## src/rtl/lsu_ram_master_if.sv

```systemverilog
// Request, response and RAM-side signal bundle for lsu_ram_master.
// The master modport is the LSU's view; slave is the requester/RAM side.
interface lsu_ram_master_if #(
  parameter int WIDTH = 32
);
  logic             req_valid;
  logic             req_ready;
  logic             req_we;
  logic [1:0]       req_size;
  logic             req_signed;
  logic [WIDTH-1:0] req_addr;
  logic [WIDTH-1:0] req_wdata;
  logic             rsp_valid;
  logic             rsp_ready;
  logic [WIDTH-1:0] rsp_rdata;
  logic             rsp_err;
  logic [WIDTH-1:0] ram_wr_data;
  logic [WIDTH-1:0] ram_rd_data;
  logic             ram_rdEn;
  logic             ram_wrEn;
  logic [WIDTH-1:0] ram_addr;

  modport master (
    input  req_valid, req_we, req_size, req_signed, req_addr, req_wdata,
    input  rsp_ready, ram_rd_data,
    output req_ready, rsp_valid, rsp_rdata, rsp_err,
    output ram_wr_data, ram_rdEn, ram_wrEn, ram_addr
  );

  modport slave (
    output req_valid, req_we, req_size, req_signed, req_addr, req_wdata,
    output rsp_ready, ram_rd_data,
    input  req_ready, rsp_valid, rsp_rdata, rsp_err,
    input  ram_wr_data, ram_rdEn, ram_wrEn, ram_addr
  );
endinterface

```

## src/rtl/lsu_ram_master.sv

```systemverilog
// Load/store unit front end for a single-port synchronous word RAM, with byte/half
// read-modify-write. Define MISALIGN_TRAP_EN to turn misaligned half/word accesses into errors.
//
// Handshakes: a transfer happens on the rising edge where valid && ready are both high;
// req_ready is high only in IDLE, and rsp_valid/rsp_rdata/rsp_err hold until rsp_ready.
module lsu_ram_master #(
  parameter int WIDTH = 32
) (
  input  logic              clk,
  input  logic              rst_n,
  lsu_ram_master_if.master  bus,
  output logic [2:0]        dbg_state
);

  typedef enum logic [2:0] {
    IDLE     = 3'd0,
    RD       = 3'd1,
    RD_WAIT  = 3'd2,
    RMW_RD   = 3'd3,
    RMW_WAIT = 3'd4,
    WR       = 3'd5,
    RESP     = 3'd6
  } state_t;

  state_t      state;
  logic [1:0]  size_q;
  logic [1:0]  lane_q;
  logic        signed_q;
  logic [15:0] wdata_q;
  logic        acc_err;

  assign dbg_state = state;

  always_comb begin
    acc_err = (bus.req_size == 2'b11);
`ifdef MISALIGN_TRAP_EN
    if (bus.req_size == 2'b01 && bus.req_addr[0])
      acc_err = 1'b1;
    if (bus.req_size == 2'b10 && bus.req_addr[1:0] != 2'b00)
      acc_err = 1'b1;
`endif
  end

  function automatic logic [WIDTH-1:0] load_ext(input logic [WIDTH-1:0] w,
                                                input logic [1:0] size,
                                                input logic [1:0] lane,
                                                input logic sgn);
    logic [7:0]  b;
    logic [15:0] h;
    b = w[{lane, 3'b000} +: 8];
    h = lane[1] ? w[31:16] : w[15:0];
    case (size)
      2'b00:   load_ext = sgn ? {{24{b[7]}}, b} : {24'd0, b};
      2'b01:   load_ext = sgn ? {{16{h[15]}}, h} : {16'd0, h};
      default: load_ext = w;
    endcase
  endfunction

  // Only byte and half stores reach the merge; word stores bypass the read.
  function automatic logic [WIDTH-1:0] store_merge(input logic [WIDTH-1:0] w,
                                                   input logic [1:0] size,
                                                   input logic [1:0] lane,
                                                   input logic [15:0] d);
    logic [WIDTH-1:0] m;
    m = w;
    if (size == 2'b00)
      m[{lane, 3'b000} +: 8] = d[7:0];
    else if (lane[1])
      m[31:16] = d;
    else
      m[15:0] = d;
    store_merge = m;
  endfunction

  always_ff @(posedge clk or negedge rst_n) begin
    if (!rst_n) begin
      state           <= IDLE;
      size_q          <= 2'b00;
      lane_q          <= 2'b00;
      signed_q        <= 1'b0;
      wdata_q         <= '0;
      bus.req_ready   <= 1'b0;
      bus.rsp_valid   <= 1'b0;
      bus.rsp_rdata   <= '0;
      bus.rsp_err     <= 1'b0;
      bus.ram_wr_data <= '0;
      bus.ram_rdEn    <= 1'b0;
      bus.ram_wrEn    <= 1'b0;
      bus.ram_addr    <= '0;
    end else begin
      bus.ram_rdEn <= 1'b0;
      bus.ram_wrEn <= 1'b0;
      case (state)
        IDLE: begin
          if (bus.req_valid && bus.req_ready) begin
            bus.req_ready <= 1'b0;
            size_q        <= bus.req_size;
            lane_q        <= bus.req_addr[1:0];
            signed_q      <= bus.req_signed;
            wdata_q       <= bus.req_wdata[15:0];
            if (acc_err) begin
              bus.rsp_valid <= 1'b1;
              bus.rsp_err   <= 1'b1;
              bus.rsp_rdata <= '0;
              state         <= RESP;
            end else begin
              bus.ram_addr <= {bus.req_addr[WIDTH-1:2], 2'b00};
              if (!bus.req_we) begin
                bus.ram_rdEn <= 1'b1;
                state        <= RD;
              end else if (bus.req_size == 2'b10) begin
                bus.ram_wr_data <= bus.req_wdata;
                bus.ram_wrEn    <= 1'b1;
                state           <= WR;
              end else begin
                bus.ram_rdEn <= 1'b1;
                state        <= RMW_RD;
              end
            end
          end else begin
            bus.req_ready <= 1'b1;
          end
        end
        RD: state <= RD_WAIT;
        RD_WAIT: begin
          bus.rsp_rdata <= load_ext(bus.ram_rd_data, size_q, lane_q, signed_q);
          bus.rsp_err   <= 1'b0;
          bus.rsp_valid <= 1'b1;
          state         <= RESP;
        end
        RMW_RD: state <= RMW_WAIT;
        RMW_WAIT: begin
          bus.ram_wr_data <= store_merge(bus.ram_rd_data, size_q, lane_q, wdata_q);
          bus.ram_wrEn    <= 1'b1;
          state           <= WR;
        end
        WR: begin
          bus.rsp_rdata <= '0;
          bus.rsp_err   <= 1'b0;
          bus.rsp_valid <= 1'b1;
          state         <= RESP;
        end
        RESP: begin
          if (bus.rsp_ready) begin
            bus.rsp_valid <= 1'b0;
            bus.rsp_err   <= 1'b0;
            bus.rsp_rdata <= '0;
            bus.req_ready <= 1'b1;
            state         <= IDLE;
          end
        end
        default: state <= IDLE;
      endcase
    end
  end

endmodule

```

## src/flat_wrapper.sv

```systemverilog
// flat-port wrapper written by rule: the top's interface ports become plain ports
module lsu_ram_master_flat 
#(
  parameter int WIDTH = 32
)
  (clk, rst_n, dbg_state, bus_req_valid, bus_req_we, bus_req_size, bus_req_signed, bus_req_addr, bus_req_wdata, bus_rsp_ready, bus_ram_rd_data, bus_req_ready, bus_rsp_valid, bus_rsp_rdata, bus_rsp_err, bus_ram_wr_data, bus_ram_rdEn, bus_ram_wrEn, bus_ram_addr);
  lsu_ram_master_if #(.WIDTH(WIDTH)) bus_i ();
  input  logic clk;
  input  logic rst_n;
  output logic [2:0] dbg_state;
  input wire logic [$bits(bus_i.req_valid)-1:0] bus_req_valid;
  input wire logic [$bits(bus_i.req_we)-1:0] bus_req_we;
  input wire logic [$bits(bus_i.req_size)-1:0] bus_req_size;
  input wire logic [$bits(bus_i.req_signed)-1:0] bus_req_signed;
  input wire logic [$bits(bus_i.req_addr)-1:0] bus_req_addr;
  input wire logic [$bits(bus_i.req_wdata)-1:0] bus_req_wdata;
  input wire logic [$bits(bus_i.rsp_ready)-1:0] bus_rsp_ready;
  input wire logic [$bits(bus_i.ram_rd_data)-1:0] bus_ram_rd_data;
  output wire logic [$bits(bus_i.req_ready)-1:0] bus_req_ready;
  output wire logic [$bits(bus_i.rsp_valid)-1:0] bus_rsp_valid;
  output wire logic [$bits(bus_i.rsp_rdata)-1:0] bus_rsp_rdata;
  output wire logic [$bits(bus_i.rsp_err)-1:0] bus_rsp_err;
  output wire logic [$bits(bus_i.ram_wr_data)-1:0] bus_ram_wr_data;
  output wire logic [$bits(bus_i.ram_rdEn)-1:0] bus_ram_rdEn;
  output wire logic [$bits(bus_i.ram_wrEn)-1:0] bus_ram_wrEn;
  output wire logic [$bits(bus_i.ram_addr)-1:0] bus_ram_addr;
  assign bus_i.req_valid = bus_req_valid;
  assign bus_i.req_we = bus_req_we;
  assign bus_i.req_size = bus_req_size;
  assign bus_i.req_signed = bus_req_signed;
  assign bus_i.req_addr = bus_req_addr;
  assign bus_i.req_wdata = bus_req_wdata;
  assign bus_i.rsp_ready = bus_rsp_ready;
  assign bus_i.ram_rd_data = bus_ram_rd_data;
  assign bus_req_ready = bus_i.req_ready;
  assign bus_rsp_valid = bus_i.rsp_valid;
  assign bus_rsp_rdata = bus_i.rsp_rdata;
  assign bus_rsp_err = bus_i.rsp_err;
  assign bus_ram_wr_data = bus_i.ram_wr_data;
  assign bus_ram_rdEn = bus_i.ram_rdEn;
  assign bus_ram_wrEn = bus_i.ram_wrEn;
  assign bus_ram_addr = bus_i.ram_addr;
  lsu_ram_master #(.WIDTH(WIDTH)) u_core (.clk(clk), .rst_n(rst_n), .bus(bus_i), .dbg_state(dbg_state));
endmodule
```

## config.mk

```make
export PLATFORM = sky130hd
export DESIGN_NAME = lsu_ram_master_flat
export DESIGN_NICKNAME = d
export VERILOG_FILES = /design/src/rtl/lsu_ram_master_if.sv /design/src/rtl/lsu_ram_master.sv /design/src/flat_wrapper.sv
export SDC_FILE = /design/constraint.sdc
export NUM_CORES = 1
export LEC_CHECK = 0
export ABC_AREA = 1
export ABC_CLOCK_PERIOD_IN_PS = 3800
export CAP_MARGIN = 20
export CELL_PAD_IN_SITES_DETAIL_PLACEMENT = 1
export CELL_PAD_IN_SITES_GLOBAL_PLACEMENT = 1
export CORE_MARGIN = 5
export CORE_UTILIZATION = 37
export CTS_BUF_LIST = sky130_fd_sc_hd__clkbuf_8
export CTS_CLUSTER_SIZE = 28
export DETAILED_ROUTE_END_ITERATION = 8
export PLACE_DENSITY_LB_ADDON = 0.1
export REMOVE_ABC_BUFFERS = 1
export SYNTH_ARGS = -nofsm -noshare
export SYNTH_HDL_FRONTEND = slang
export SYNTH_SLANG_ARGS = --single-unit
```

## constraint.sdc

```tcl
create_clock -name clk -period 3.8 [get_ports clk]
set_clock_uncertainty 0.2 [all_clocks]
set_input_delay 0.38 -clock clk [delete_from_list [all_inputs] [get_ports clk]]
set_output_delay 0.38 -clock clk [all_outputs]
set_load 0.005 [all_outputs]
```

---- Word-level counts from Yosys, hierarchy flattened ----
Index checks and enable logic that the tools add are counted.
W data, S select, Z words.
word-level totals
  bits in registers ....................... 123
  word-level logic and storage cells ...... 89
operators by class
  shift operators ......................... 3
  reductions and logical operators ........ 15
  $add $sub $neg .......................... 1
  bitwise operators ....................... 1
  eq/ne operators ......................... 15
  muxes and demuxes ....................... 41
operator list
  kind                      count
  $mux W32                  10
  $pmux W32 S2              2
  $pmux W32 S4              1
  $mux W16                  3
  $bwmux W32                1
  $shift A8 B7 Y32 const A  1
  $shiftx A32 B6 Y8         1
  $shiftx A8 B7 Y32         1
  $pmux W3 S6               1
  $mux W3                   5
  $mux W1                   14
  $eq A3 B3 Y1 const B      3
  $reduce_and A4 Y1         2
  $neg A5 Y7                1
  $eq A3 B2 Y1 const B      2
  $ne A2 B1 Y1 const B      3
  $ne A2 B2 Y1 const B      3
  $pmux W1 S3               2
  $reduce_and A2 Y1         3
  $reduce_and A5 Y1         1
  $eq A2 B2 Y1 const B      2
  $pmux W1 S2               2
  $reduce_bool A2 Y1        2
  $reduce_bool A4 Y1        1
  other kinds (9)           9

---- Longest topological paths before layout ----
  depth in word-level cells ............... 6
  depth in mapped cells ................... 12
  mapped depth without buffers ............ 9

---- Worst setup path before layout ----
No wires, ideal clock.
  path type ............................... register -> register
  start point ............................. reg u_core.lane_q[1]
  end point ............................... reg u_core.bus.ram_wr_data[29]
  arrival time ............................ 2008 ps
  path slack .............................. 1514 ps
  data required time ...................... 3523 ps
  buffers on the path ..................... 4
  period minus slack after synthesis ...... 2286 ps
  cell stages (with the launch flop) ...... 12
  path through ............................ dfrtp_1 buf_2 inv_1 buf_4 clkbuf_1 ha_1 inv_1 clkbuf_1 nand3_1 o21ai_0 o211ai_1 a21oi_1
on the way
  cells in the longest elaborated chain, start to end .. 5
  elaborated cells between the ends (all ways) .. 7
  those cells by class .................... add/sub (1); shift (2); mux (4)
RTL lines
  element                                                RTL line                 text
  start: declaration                                     lsu_ram_master.sv:27     logic [1:0] lane_q;
  start signal: assignment                               lsu_ram_master.sv:98     lane_q <= bus.req_addr[1:0];
  $neg A5 Y7                                             lsu_ram_master.sv:67     m[{lane, 3'b000} +: 8] = d[7:0];
  $shiftx A8 B7 Y32 or $shift A8 B7 Y32 (tied branches)  lsu_ram_master.sv:67
  $bwmux W32                                             lsu_ram_master.sv:67
  $mux W32 (*)                                           lsu_ram_master.sv:66     if (size == 2'b00)
  $pmux W32 S2 (*)                                       lsu_ram_master.sv:93     case (state)
  end signal: assignment                                 lsu_ram_master.sv:112    bus.ram_wr_data <= bus.req_wdata;
  end signal: assignment                                 lsu_ram_master.sv:133    bus.ram_wr_data <= store_merge(bus.ram_rd_data, size_q, lane_q, wdata_q);
  end: declaration                                       lsu_ram_master_if.sv:27  output ram_wr_data, ram_rdEn, ram_wrEn, ram_addr
Mark *: on every way between the ends. The rest lies on a longest branch, timed or not.
A chain may end at the register's enable or synchronous reset.

---- Worst setup path in the final report ----
  start point ............................. reg u_core.lane_q[0]
  end point ............................... reg u_core.bus.ram_wr_data[10]
on the way
  cells in the longest elaborated chain, start to end .. 5
  elaborated cells between the ends (all ways) .. 6
  those cells by class .................... add/sub (1); shift (2); mux (3)
RTL lines
  element                                                RTL line
  $neg A5 Y7 (*)                                         lsu_ram_master.sv:67
  $shiftx A8 B7 Y32 or $shift A8 B7 Y32 (tied branches)  lsu_ram_master.sv:67
  $bwmux W32 (*)                                         lsu_ram_master.sv:67
  $mux W32 (*)                                           lsu_ram_master.sv:66
  $pmux W32 S2 (*)                                       lsu_ram_master.sv:93
Marked as above.

==> run summary <==
YOSYS
------------------------------------------------------------------------------
Synthesized flop and latch total                                           123
Gate Count Post-Synth                                                      929
Unique masters post-synth                                                   30
Mean post-synth cell area                                             7.32 um2
Proportion of netlist area held by the largest area contributor          45.2%
Cell taking the most area after synthesis                              dfrtp_1
Warnings from Yosys                                                          0
Synthesized area                                                      6800 um2
Top cells by area in the synthesized netlist                      dfrtp_1 (45%), nand2_1 (16%), o21ai_0 (8.2%)
Register area share after synthesis                                      45.2%

PLACED DESIGN
------------------------------------------------------------------------------
Last weighted congestion value of the routability-driven placer          0.856
Port Buffers                                                               205
Detailed Place HPWL                                                   18000 um

WORST SETUP PATH
------------------------------------------------------------------------------
Type of the worst setup path                                        reg -> reg
Most frequent cell on the critical path                                  inv_1
Critical path capture point type                                          flop
Reg-to-reg critical path startpoint                               u_core.lane_q[0]
Crit-path max FO                                                            14
Largest delay contributor family on the critical path             simple AND/OR/NAND/NOR gates
Buffers & Inverters on Critical Path                                         2
Cells on worst reg2reg path                                                  8
Worst setup slack for register-to-register paths                       1060 ps
Crit-path max cell delay                                                620 ps
Slowest stage cell, crit path                                          dfrtp_1
Required time of the critical path                                     3960 ps
Critical Path Start Type                                                  flop
R2R Path End                                                      u_core.bus.ram_wr_data[10]
Critical-path cell list                                           inv_1 -> ha_1 -> inv_1 -> nor2_2 -> nand2_1 -> o21ai_0 -> o211ai_1 -> a21oi_1
Data arrival time of the critical path                                 2910 ps

STA
------------------------------------------------------------------------------
Slew of the pin with the lowest slew margin                             852 ps
Slew headroom                                                            43.2%
Total setup violations reported at the end of the flow                       0
Final sum of negative setup slack                                         0 ps
RSZ-0062 raised after global routing                                     false
Top achievable clock speed                                             365 MHz
Fin. Hold Viols                                                              0
Final number of max-transition violations                                    0
Share of the cycle needed by the critical path after routing             72.2%
Final Hold Slack                                                        268 ps
Min Tclk post-route                                                    2740 ps

GRT
------------------------------------------------------------------------------
Total GRT Usage                                                          23.4%
Largest net degree at the start of global routing                           72
Global-route wire length before repair                                40200 um
Via count of the first global-routing pass                                7227
Total gr overflow                                                            0
Antenna violations before repair                                             0

FLOW RUN
------------------------------------------------------------------------------
Max-cap violation count                                                      0

ROUTING
------------------------------------------------------------------------------
Vias per Instance                                                         5.22
WL/cell                                                                18.6 um
DRT Wirelength                                                        25100 um
Detailed-router iteration count before antenna repair                        5
Detailed Route Iter0 Violations                                            405
Number of routed nets with antenna violations                                0
Vias after detailed routing                                               7043
Total DRC errors in the routed layout                                        0

CLOCK TREE
------------------------------------------------------------------------------
Clock buffer count from CTS                                                 17
TritonCTS clock tree                                                       yes
Root Buffer                                                           clkbuf_8
Sinks on the clock net                                                     123
Clock network latency to the later pin of the worst-skew pair           450 ps
Post-cts gate resize count                                                   0
CTS clock-pin slew for the worst setup and hold paths                    70 ps
H-tree depth                                                                 4
Max clock buf depth                                                          2

FLOORPLAN
------------------------------------------------------------------------------
Core area                                                            18000 um2
Top-level port count                                                       208
Number of standard-cell rows in the floorplan                               49
Initial standard-cell utilization of the core                            37.7%
DIE HEIGHT                                                              146 um
Overall die area                                                     21200 um2
Width of the chip                                                       146 um

STATUS
------------------------------------------------------------------------------
Status                                                            finished, final reports clean

FINAL LAYOUT
------------------------------------------------------------------------------
Share of the core filled with cells                                      52.2%
Most common library cell in the layout ignoring fill and taps          nand2_1
Commonest cells after routing, fill and taps aside                nand2_1 (298), clkdlybuf4s50_1 (204), dfrtp_1 (122)
Synthesis-to-layout area growth                                          38.3%
Total Nets Final                                                          1216
Antenna cell count                                                           0
Fraction of layout instances using a drive strength above 1              5.27%

WORST HOLD PATH
------------------------------------------------------------------------------
Start point of the worst min-delay path                           bus_req_addr[30]
Worst Hold Class                                                     in -> reg
Capture endpoint of the worst hold path                           u_core.bus.ram_addr[30]
Worst hold path depth                                                        3

POWER AND IR DROP
------------------------------------------------------------------------------
Ratio of total power to cell area                                   848 nW/um2
Worst IR Drop VDD                                                   0.000364 V
Total leakage power                                                    4.29 nW
Total power after layout                                               7.98 mW

-- per-layer routing --
layer / up-vias / track usage, % / part of all wire [%]
met5: - / 0 / 0
met4: 0 / 6.95 / 2.0
met3: 32 / 6.38 / 6.5
met2: 203 / 38.5 / 48
met1: 3404 / 30.3 / 43
li1: 3404 / - / -
-- final cells by class --
class	instances	area, um2
Clock buffer	21	289
Timing Repair Buffer	216	2150
Tap cell	229	287
Sequential cell	123	3080
Clock inverter	11	191
Fill cell	2273	8620
Multi-Input combinational cell	691	3190
Inverter	58	225
-- what timing repair did --
action,in CTS,in global routing
hold buffers,1,0
setup buffers,0,0
endpoints found under the hold margin,59,0
-- cell families (layout without fill, tap and decap cells) --
family	after synthesis	in the layout	share of synthesized area (%)
other	1	2	0.0551
DFF	123	123	45.2
and+or+nand+nor	454	454	27.6
buffers and inverters	116	306	7.94
adders and majority gates	5	5	0.919
AOI/OAI and AO/OA	230	230	18.2
-- synth_stat cells (all sizes together) --
cell type	count
nand2	302
o21ai	134
dfrtp	123
nor2	80
nand3	61
a21oi	60
inv	55
buf	34
o211ai	34
clkbuf	24
nand4	9
ha	5
clkinv	3
nor3	2
a31oi	1
conb	1
o21a	1
-- stage by stage --
stage | instance area [um2] | cells | setup WS (ps)
floorplan | 6490 | 872 | 295
global placement | 8920 | 1316 | 1210
detailed placement | 8920 | 1316 | 1100
CTS | 9410 | 1349 | 1090
global route | 9410 | 1349 | 881
finish | 9410 | 1349 | 1060
-- flip-flops by register name, summed over array words and instances (netlist names) --
name / flops
u_core.size_q: 2
u_core.bus.rsp_rdata: 32
u_core.bus.ram_wr_data: 32
u_core.wdata_q: 16
u_core.bus.ram_rdEn: 1
u_core.dbg_state: 3
u_core.bus.ram_addr: 30
u_core.bus.rsp_valid: 1
u_core.bus.rsp_err: 1
u_core.bus.ram_wrEn: 1
u_core.bus.req_ready: 1
u_core.lane_q: 2
u_core.signed_q: 1
-- how the worst max path moves through the flow --
stage                                start                          to  cells after the start
after floorplan           u_core.lane_q[1]  u_core.bus.ram_wr_data[10]                      8
after global placement    u_core.lane_q[1]  u_core.bus.ram_wr_data[17]                      8
after detailed placement  u_core.lane_q[0]  u_core.bus.ram_wr_data[10]                      8
after CTS                 u_core.lane_q[0]  u_core.bus.ram_wr_data[12]                      8
after global routing      u_core.lane_q[0]  u_core.bus.ram_wr_data[10]                      8
final                     u_core.lane_q[0]  u_core.bus.ram_wr_data[10]                      8
-- tightest hold or removal path: cells and delay by family --
| kind | cells | cell delay [ps] |
|---|---|---|
| buffers and inverters | 1 | 390 |
| and+or+nand+nor | 2 | 100 |
-- power by group --
group	internal [mW]	switching, mW	leakage (nW)
clock	0.850	0.561	0.245
combinational	1.79	2.37	2.50
sequential	1.94	0.463	1.55
total	4.59	3.40	4.29
No activity file was read; power rests on OpenSTA's default activity.
